### config.mk
export PLATFORM = sky130hd
export DESIGN_NAME = blc_cal_sched
export DESIGN_NICKNAME = d
export VERILOG_FILES = /design/src/rtl/blc_cal_sched.sv
export SDC_FILE = /design/constraint.sdc
export NUM_CORES = 1
export LEC_CHECK = 0
export BUFFER_PORTS_ARGS = -buffer_cell sky130_fd_sc_hd__buf_4
export CORE_ASPECT_RATIO = 0.6
export CORE_MARGIN = 1.5
export CORE_UTILIZATION = 62
export DETAILED_ROUTE_END_ITERATION = 16
export PLACE_DENSITY = 0.87
export SLEW_MARGIN = 10
export SYNTH_ARGS = -nofsm -noshare
export SYNTH_HDL_FRONTEND = slang
export SYNTH_SLANG_ARGS = --single-unit
### constraint.sdc
create_clock -name clk_i -period 9 [get_ports clk_i]
set_clock_uncertainty 0.1 [all_clocks]
set_input_delay 1.8 -clock clk_i [delete_from_list [all_inputs] [get_ports clk_i]]
set_output_delay 1.8 -clock clk_i [all_outputs]
set_load 0.1 [all_outputs]
### src/rtl/blc_cal_sched.sv
// Calibration scheduler for the BLC datapath: issues SOF-aligned calibration strobes,
// supervises completion with a frame-count timeout and smooths the measured black level.
module blc_cal_sched #(
    parameter int unsigned PX_WIDTH       = 10,
    parameter int unsigned FILT_SHIFT     = 2,
    parameter int unsigned TIMEOUT_FRAMES = 4
) (
    input  logic                clk_i,
    input  logic                rst_i,
    input  logic                sof_i,
    input  logic                en_i,
    input  logic [15:0]         period_i,
    input  logic                sw_req_i,
    input  logic                err_clr_i,
    input  logic                cal_done_i,
    input  logic [PX_WIDTH-1:0] cur_bl_i,
    output logic                cal_stb_o,
    output logic                busy_o,
    output logic [PX_WIDTH-1:0] bl_o,
    output logic                bl_valid_o,
    output logic                timeout_err_o,
    output logic [15:0]         cal_cnt_o
);

    localparam int unsigned TmoW = $clog2(TIMEOUT_FRAMES + 1);

    typedef enum logic [0:0] {StIdle, StCal} state_e;

    state_e              state_q, state_d;
    logic [15:0]         frame_cnt_q, frame_cnt_d;
    logic                pend_q, pend_d;
    logic                stb_q, stb_d;
    logic [TmoW-1:0]     tmo_q, tmo_d;
    logic [PX_WIDTH-1:0] bl_q, bl_d;
    logic                valid_q, valid_d;
    logic                first_q, first_d;
    logic                err_q, err_d;
    logic [15:0]         cal_cnt_q, cal_cnt_d;

    logic [16:0]             cnt_inc;
    logic [16:0]             per_m1;
    logic signed [PX_WIDTH:0] diff;
    logic signed [PX_WIDTH:0] step;
    logic [PX_WIDTH-1:0]     filt;

    always_comb begin
        cnt_inc = {1'b0, frame_cnt_q} + 17'd1;
        per_m1  = {1'b0, period_i} - 17'd1;
        // Sum wraps modulo 2^PX_WIDTH; the true result always lies in range.
        diff    = $signed({1'b0, cur_bl_i}) - $signed({1'b0, bl_q});
        step    = diff >>> FILT_SHIFT;
        filt    = bl_q + step[PX_WIDTH-1:0];
    end

    always_comb begin
        state_d     = state_q;
        frame_cnt_d = frame_cnt_q;
        pend_d      = pend_q;
        stb_d       = 1'b0;
        tmo_d       = tmo_q;
        bl_d        = bl_q;
        valid_d     = valid_q;
        first_d     = first_q;
        err_d       = err_q;
        cal_cnt_d   = cal_cnt_q;

        if (err_clr_i) begin
            err_d = 1'b0;
        end

        unique case (state_q)
            StIdle: begin
                if (sof_i && pend_q) begin
                    state_d     = StCal;
                    stb_d       = 1'b1;
                    pend_d      = 1'b0;
                    frame_cnt_d = '0;
                    tmo_d       = '0;
                end else if (sof_i && en_i && (period_i != 16'd0)) begin
                    // ">=" also covers a period shrunk below the running count.
                    if (cnt_inc >= per_m1) begin
                        pend_d      = 1'b1;
                        frame_cnt_d = '0;
                    end else begin
                        frame_cnt_d = cnt_inc[15:0];
                    end
                end
            end
            StCal: begin
                if (cal_done_i) begin
                    state_d   = StIdle;
                    cal_cnt_d = cal_cnt_q + 16'd1;
                    bl_d      = first_q ? cur_bl_i : filt;
                    valid_d   = 1'b1;
                    first_d   = 1'b0;
                end else if (sof_i) begin
                    if (tmo_q == TmoW'(TIMEOUT_FRAMES - 1)) begin
                        err_d   = 1'b1;
                        state_d = StIdle;
                    end else begin
                        tmo_d = tmo_q + 1'b1;
                    end
                end
            end
            default: state_d = StIdle;
        endcase

        if (sw_req_i) begin
            pend_d = 1'b1;
        end
    end

    always_ff @(posedge clk_i) begin
        if (rst_i) begin
            state_q     <= StIdle;
            frame_cnt_q <= '0;
            pend_q      <= 1'b0;
            stb_q       <= 1'b0;
            tmo_q       <= '0;
            bl_q        <= '0;
            valid_q     <= 1'b0;
            first_q     <= 1'b1;
            err_q       <= 1'b0;
            cal_cnt_q   <= '0;
        end else begin
            state_q     <= state_d;
            frame_cnt_q <= frame_cnt_d;
            pend_q      <= pend_d;
            stb_q       <= stb_d;
            tmo_q       <= tmo_d;
            bl_q        <= bl_d;
            valid_q     <= valid_d;
            first_q     <= first_d;
            err_q       <= err_d;
            cal_cnt_q   <= cal_cnt_d;
        end
    end

    assign cal_stb_o     = stb_q;
    assign busy_o        = (state_q == StCal);
    assign bl_o          = bl_q;
    assign bl_valid_o    = valid_q;
    assign timeout_err_o = err_q;
    assign cal_cnt_o     = cal_cnt_q;

endmodule

==> impl_metrics.toml <==
[placed_design]
gp_congestion = 0.8656
place_hpwl_um = 7481
place.port_buffers = 62

[floorplan]
effective_utilization_at_floorplan_pct = 66.12
chipHeight_um = 63.54
fp.coreArea_um2 = 5728
standard_cell_rows = 21
fp.dieW_um = 103.9
die_area_um2 = 6602
ioPinCount = 63

[logic_synthesis]
synth.yosys.seq_area_share_pct = 26.96
syn_avg_cell_area_um2 = 7.923
syn-num-nets = 552
synth_top_cells_by_area = "sky130_fd_sc_hd__dfxtp_1, sky130_fd_sc_hd__ha_1, sky130_fd_sc_hd__xnor2_1"
number_of_distinct_library_cells_after_synthesis = 54
netlist_area_um2 = 3787
synth-edff-count = 0
yosys_register_bits = 51
post-synth-top-area-cell = "sky130_fd_sc_hd__dfxtp_1"
yosys_synthesis_warning_count = 0
ys.flop_type = "sky130_fd_sc_hd__dfxtp_1"
synth_largest_type_area_fraction_pct = 26.96
syn-instance-count = 478
async_flop_share_pct = 0

[pwr]
static-leakage-power_uw = 0.001814
finalPower_uw = 504.8
irDropWorstVdd_uv = 104.2
pwr_density_cell_nw_per_um2 = 114.6

[clock_tree]
cts_resized = 0
tritoncts_sinks = 51
clk_latency_worst_skew_pair_ns = 0.31
cts.htree.levels = 2
post_cts_buffers = 0
longest_clk_path_bufs = 2
cts_root_buf = "sky130_fd_sc_hd__clkbuf_8"
cts_hold_buffers = 0
tritoncts.num_buffers = 5
tritoncts_clock_tree = "done"
worst_setup_hold_path_clk_slew_ns = 0.10

[critical_path]
timing.critical_path.from = "cur_bl_i[2]"
timing.critical_path.slowest_cell_delay_ns = 0.35
worstSetupPathDepth = 14
timing.critical_path.from_type = "primary input"
r2r-start = "bl_o[2]"
cpMaxStageDelayCell = "sky130_fd_sc_hd__o31ai_1"
crit_type = "in -> reg"
crit_path_end = "bl_o[8]"
r2r.worst_path.cells = 14
r2r_slack_ns = 4.95
critical_path.top_delay_family = "compound AO/OA/AOI/OAI gates"
data_required_time_of_the_critical_path_ns = 9.11
cp_cell_sequence = "buf_4, ha_1, a21o_1, a31oi_1, o21ai_1, o21a_1, o31ai_1, xnor2_1, ha_1, or2_2, a21oi_1, nor3_1, or3b_1, a311oi_1"
data_arrival_critical_path_ns = 5.27
critPathMaxFanout = 5
critPathCaptureType = "register"
critical_path.reg2reg.endpoint = "bl_o[8]"
cp_common_cell = "sky130_fd_sc_hd__ha_1"
critical_path_buf_inv_count = 1

[timing]
fin_crit_sh_pct = 57.30
timing.final.hold_violations = 0
finalWorstPathRequiredPeriod_ns = 5.157
slew_headroom_pct = 49.97
report.final.setup_viol = 0
timing_worst_slew_pin_value_ns = 0.7505
maxSlewViolCount = 0
setup-tns-final_ns = 0
grt_setup_unrepaired = "no"
achievable-frequency_mhz = 193.9

[detailed_routing]
postRouteWirelength_um = 9565
route.detailed.drc = 0
detail_route.iter0.violations = 292
drt-pass1-iter-count = 5
via_count = 3667
detail_route.vias_per_cell = 5.953
route.antenna.remaining_nets = 0
wl_per_cell_um = 15.53

[worst_hold_path]
holdCritPathClass = "reg -> reg"
min_from = "tmo_q[2]"

[status]
run_status = "finished clean"

[grt]
grt_use_total_pct = 29.74
first_global_vias = 3408
grt_pass1_wl_um = 16040
grt_remaining_overflow = 0
grt_max_degree = 40
grt_antenna_before_repair = 0

[layout]
area_growth_pct = 16.32
n_fill_cell = 431
antenna_cells = 0
sequential_cell_area_um2 = 1021
final_layout_size_suffix_gt1_share_pct = 14.93
total_area_of_multi_input_combinational_cells_um2 = 2629
post-route-util_pct = 76.91
nets = 609

[job]
total_of_max_cap_violations = 0
[sequential cells by signal, summed over array words and instances (netlist names)]
signal and count:
pend_q 1, tmo_q 3, cal_cnt_o 16, bl_o 10
timeout_err_o 1, frame_cnt_q 16, busy_o 1, bl_valid_o 1
first_q 1, cal_stb_o 1
[worst min-delay path, cell delays in order (launching register included)]
cell	delay (ns)
sky130_fd_sc_hd__dfxtp_1	0.32
sky130_fd_sc_hd__nand2_1	0.05
sky130_fd_sc_hd__a21oi_1	0.05
[through the flow]
step | instances | hold slack (ns) | worst slack (ns) | area (um^2)
after global placement | 608 | 0.3378 | 3.880 | 4309
after global routing | 616 | 0.3994 | 3.666 | 4405
after CTS | 616 | 0.3652 | 3.895 | 4405
after detailed placement | 608 | 0.3514 | 3.572 | 4309
final | 616 | 0.3667 | 3.843 | 4405
after floorplan | 478 | 0.3319 | 4.194 | 3787
[how the worst min path moves through the flow]
stage,endpoint,cells past startpoint
detailed placement,tmo_q[2],2
global route,tmo_q[2],2
finish,tmo_q[2],2
floorplan,tmo_q[2],2
global placement,tmo_q[2],2
CTS,tmo_q[2],2
[synth_stat cells (all sizes together), types with 3 or more instances]
library cell  number
a311oi             3
ha                40
o21ai             14
xnor2             47
nand4             13
buf                3
xor2              16
and2               4
clkbuf            10
inv               23
a21o               7
nand2b             3
o211ai             3
or3                8
dfxtp             51
a211o              4
nor2              67
nor4               5
and3               4
or4                3
nand2             41
a211oi             9
nand3             13
a21oi             31
nor2b              5
nor3              21
[cells in the final DEF, fill, tap and decap left out, types with 4 or more instances in the layout]
master                     synthesis  layout
sky130_fd_sc_hd__nand4_1          13      13
sky130_fd_sc_hd__clkbuf_8          0       5
sky130_fd_sc_hd__o21ai_0          12      12
sky130_fd_sc_hd__xor2_1           16      16
sky130_fd_sc_hd__a211o_1           4       4
sky130_fd_sc_hd__and2_1            4       4
sky130_fd_sc_hd__buf_4             0      63
sky130_fd_sc_hd__and3_1            4       4
sky130_fd_sc_hd__ha_1             40      40
sky130_fd_sc_hd__nand2_1          41      41
sky130_fd_sc_hd__nor4_1            5       5
sky130_fd_sc_hd__nor2b_1           5       5
sky130_fd_sc_hd__or3_1             8       8
sky130_fd_sc_hd__a211oi_1          9       9
sky130_fd_sc_hd__dfxtp_1          51      51
sky130_fd_sc_hd__a21o_1            7       7
sky130_fd_sc_hd__nor2_1           67      67
sky130_fd_sc_hd__xnor2_1          47      47
sky130_fd_sc_hd__nor3_1           20      20
sky130_fd_sc_hd__nand3_1          13      13
sky130_fd_sc_hd__inv_1            21      21
sky130_fd_sc_hd__a21oi_1          31      31
[final cells by class]
| class | instances | area share, % |
|---|---|---|
| multi-input combinational | 391 | 59.67 |
| sequential | 51 | 23.18 |
| timing repair buffer | 63 | 10.74 |
| tap | 80 | 2.272 |
| inverter | 23 | 1.960 |
| clock buffer | 5 | 1.562 |
| clock inverter | 3 | 0.6248 |
[report_power, final]
group	internal, uW	switching (uW)	total (uW)
Combinational	51.0	77.5	129
Sequential	229	4.74	234
Clock	57.3	85.5	143
[cells by family (layout without fill, tap and decap cells)]
logic type	after synthesis	count (layout)	synth area share (%)
buffers and inverters	36	94	3.634
adder cells (fa/ha/maj)	41	41	13.74
XOR/XNOR	63	63	14.57
AO/OA/AOI/OAI	86	86	15.03
flip-flops	51	51	26.96
multiplexers	3	3	0.8259
AND/OR/NAND/NOR	198	198	25.24
[per-layer routing]
layer	share of wire [%]	routed length (um)	vias to the layer above	track usage, %
met5	0	0	-	0
met2	42	3983	159	45.78
met4	1.2	113	0	6.250
met1	47	4507	1694	42.09
li1	-	-	1800	-
met3	10	961	14	7.453
No activity file was read; power rests on OpenSTA's default activity.
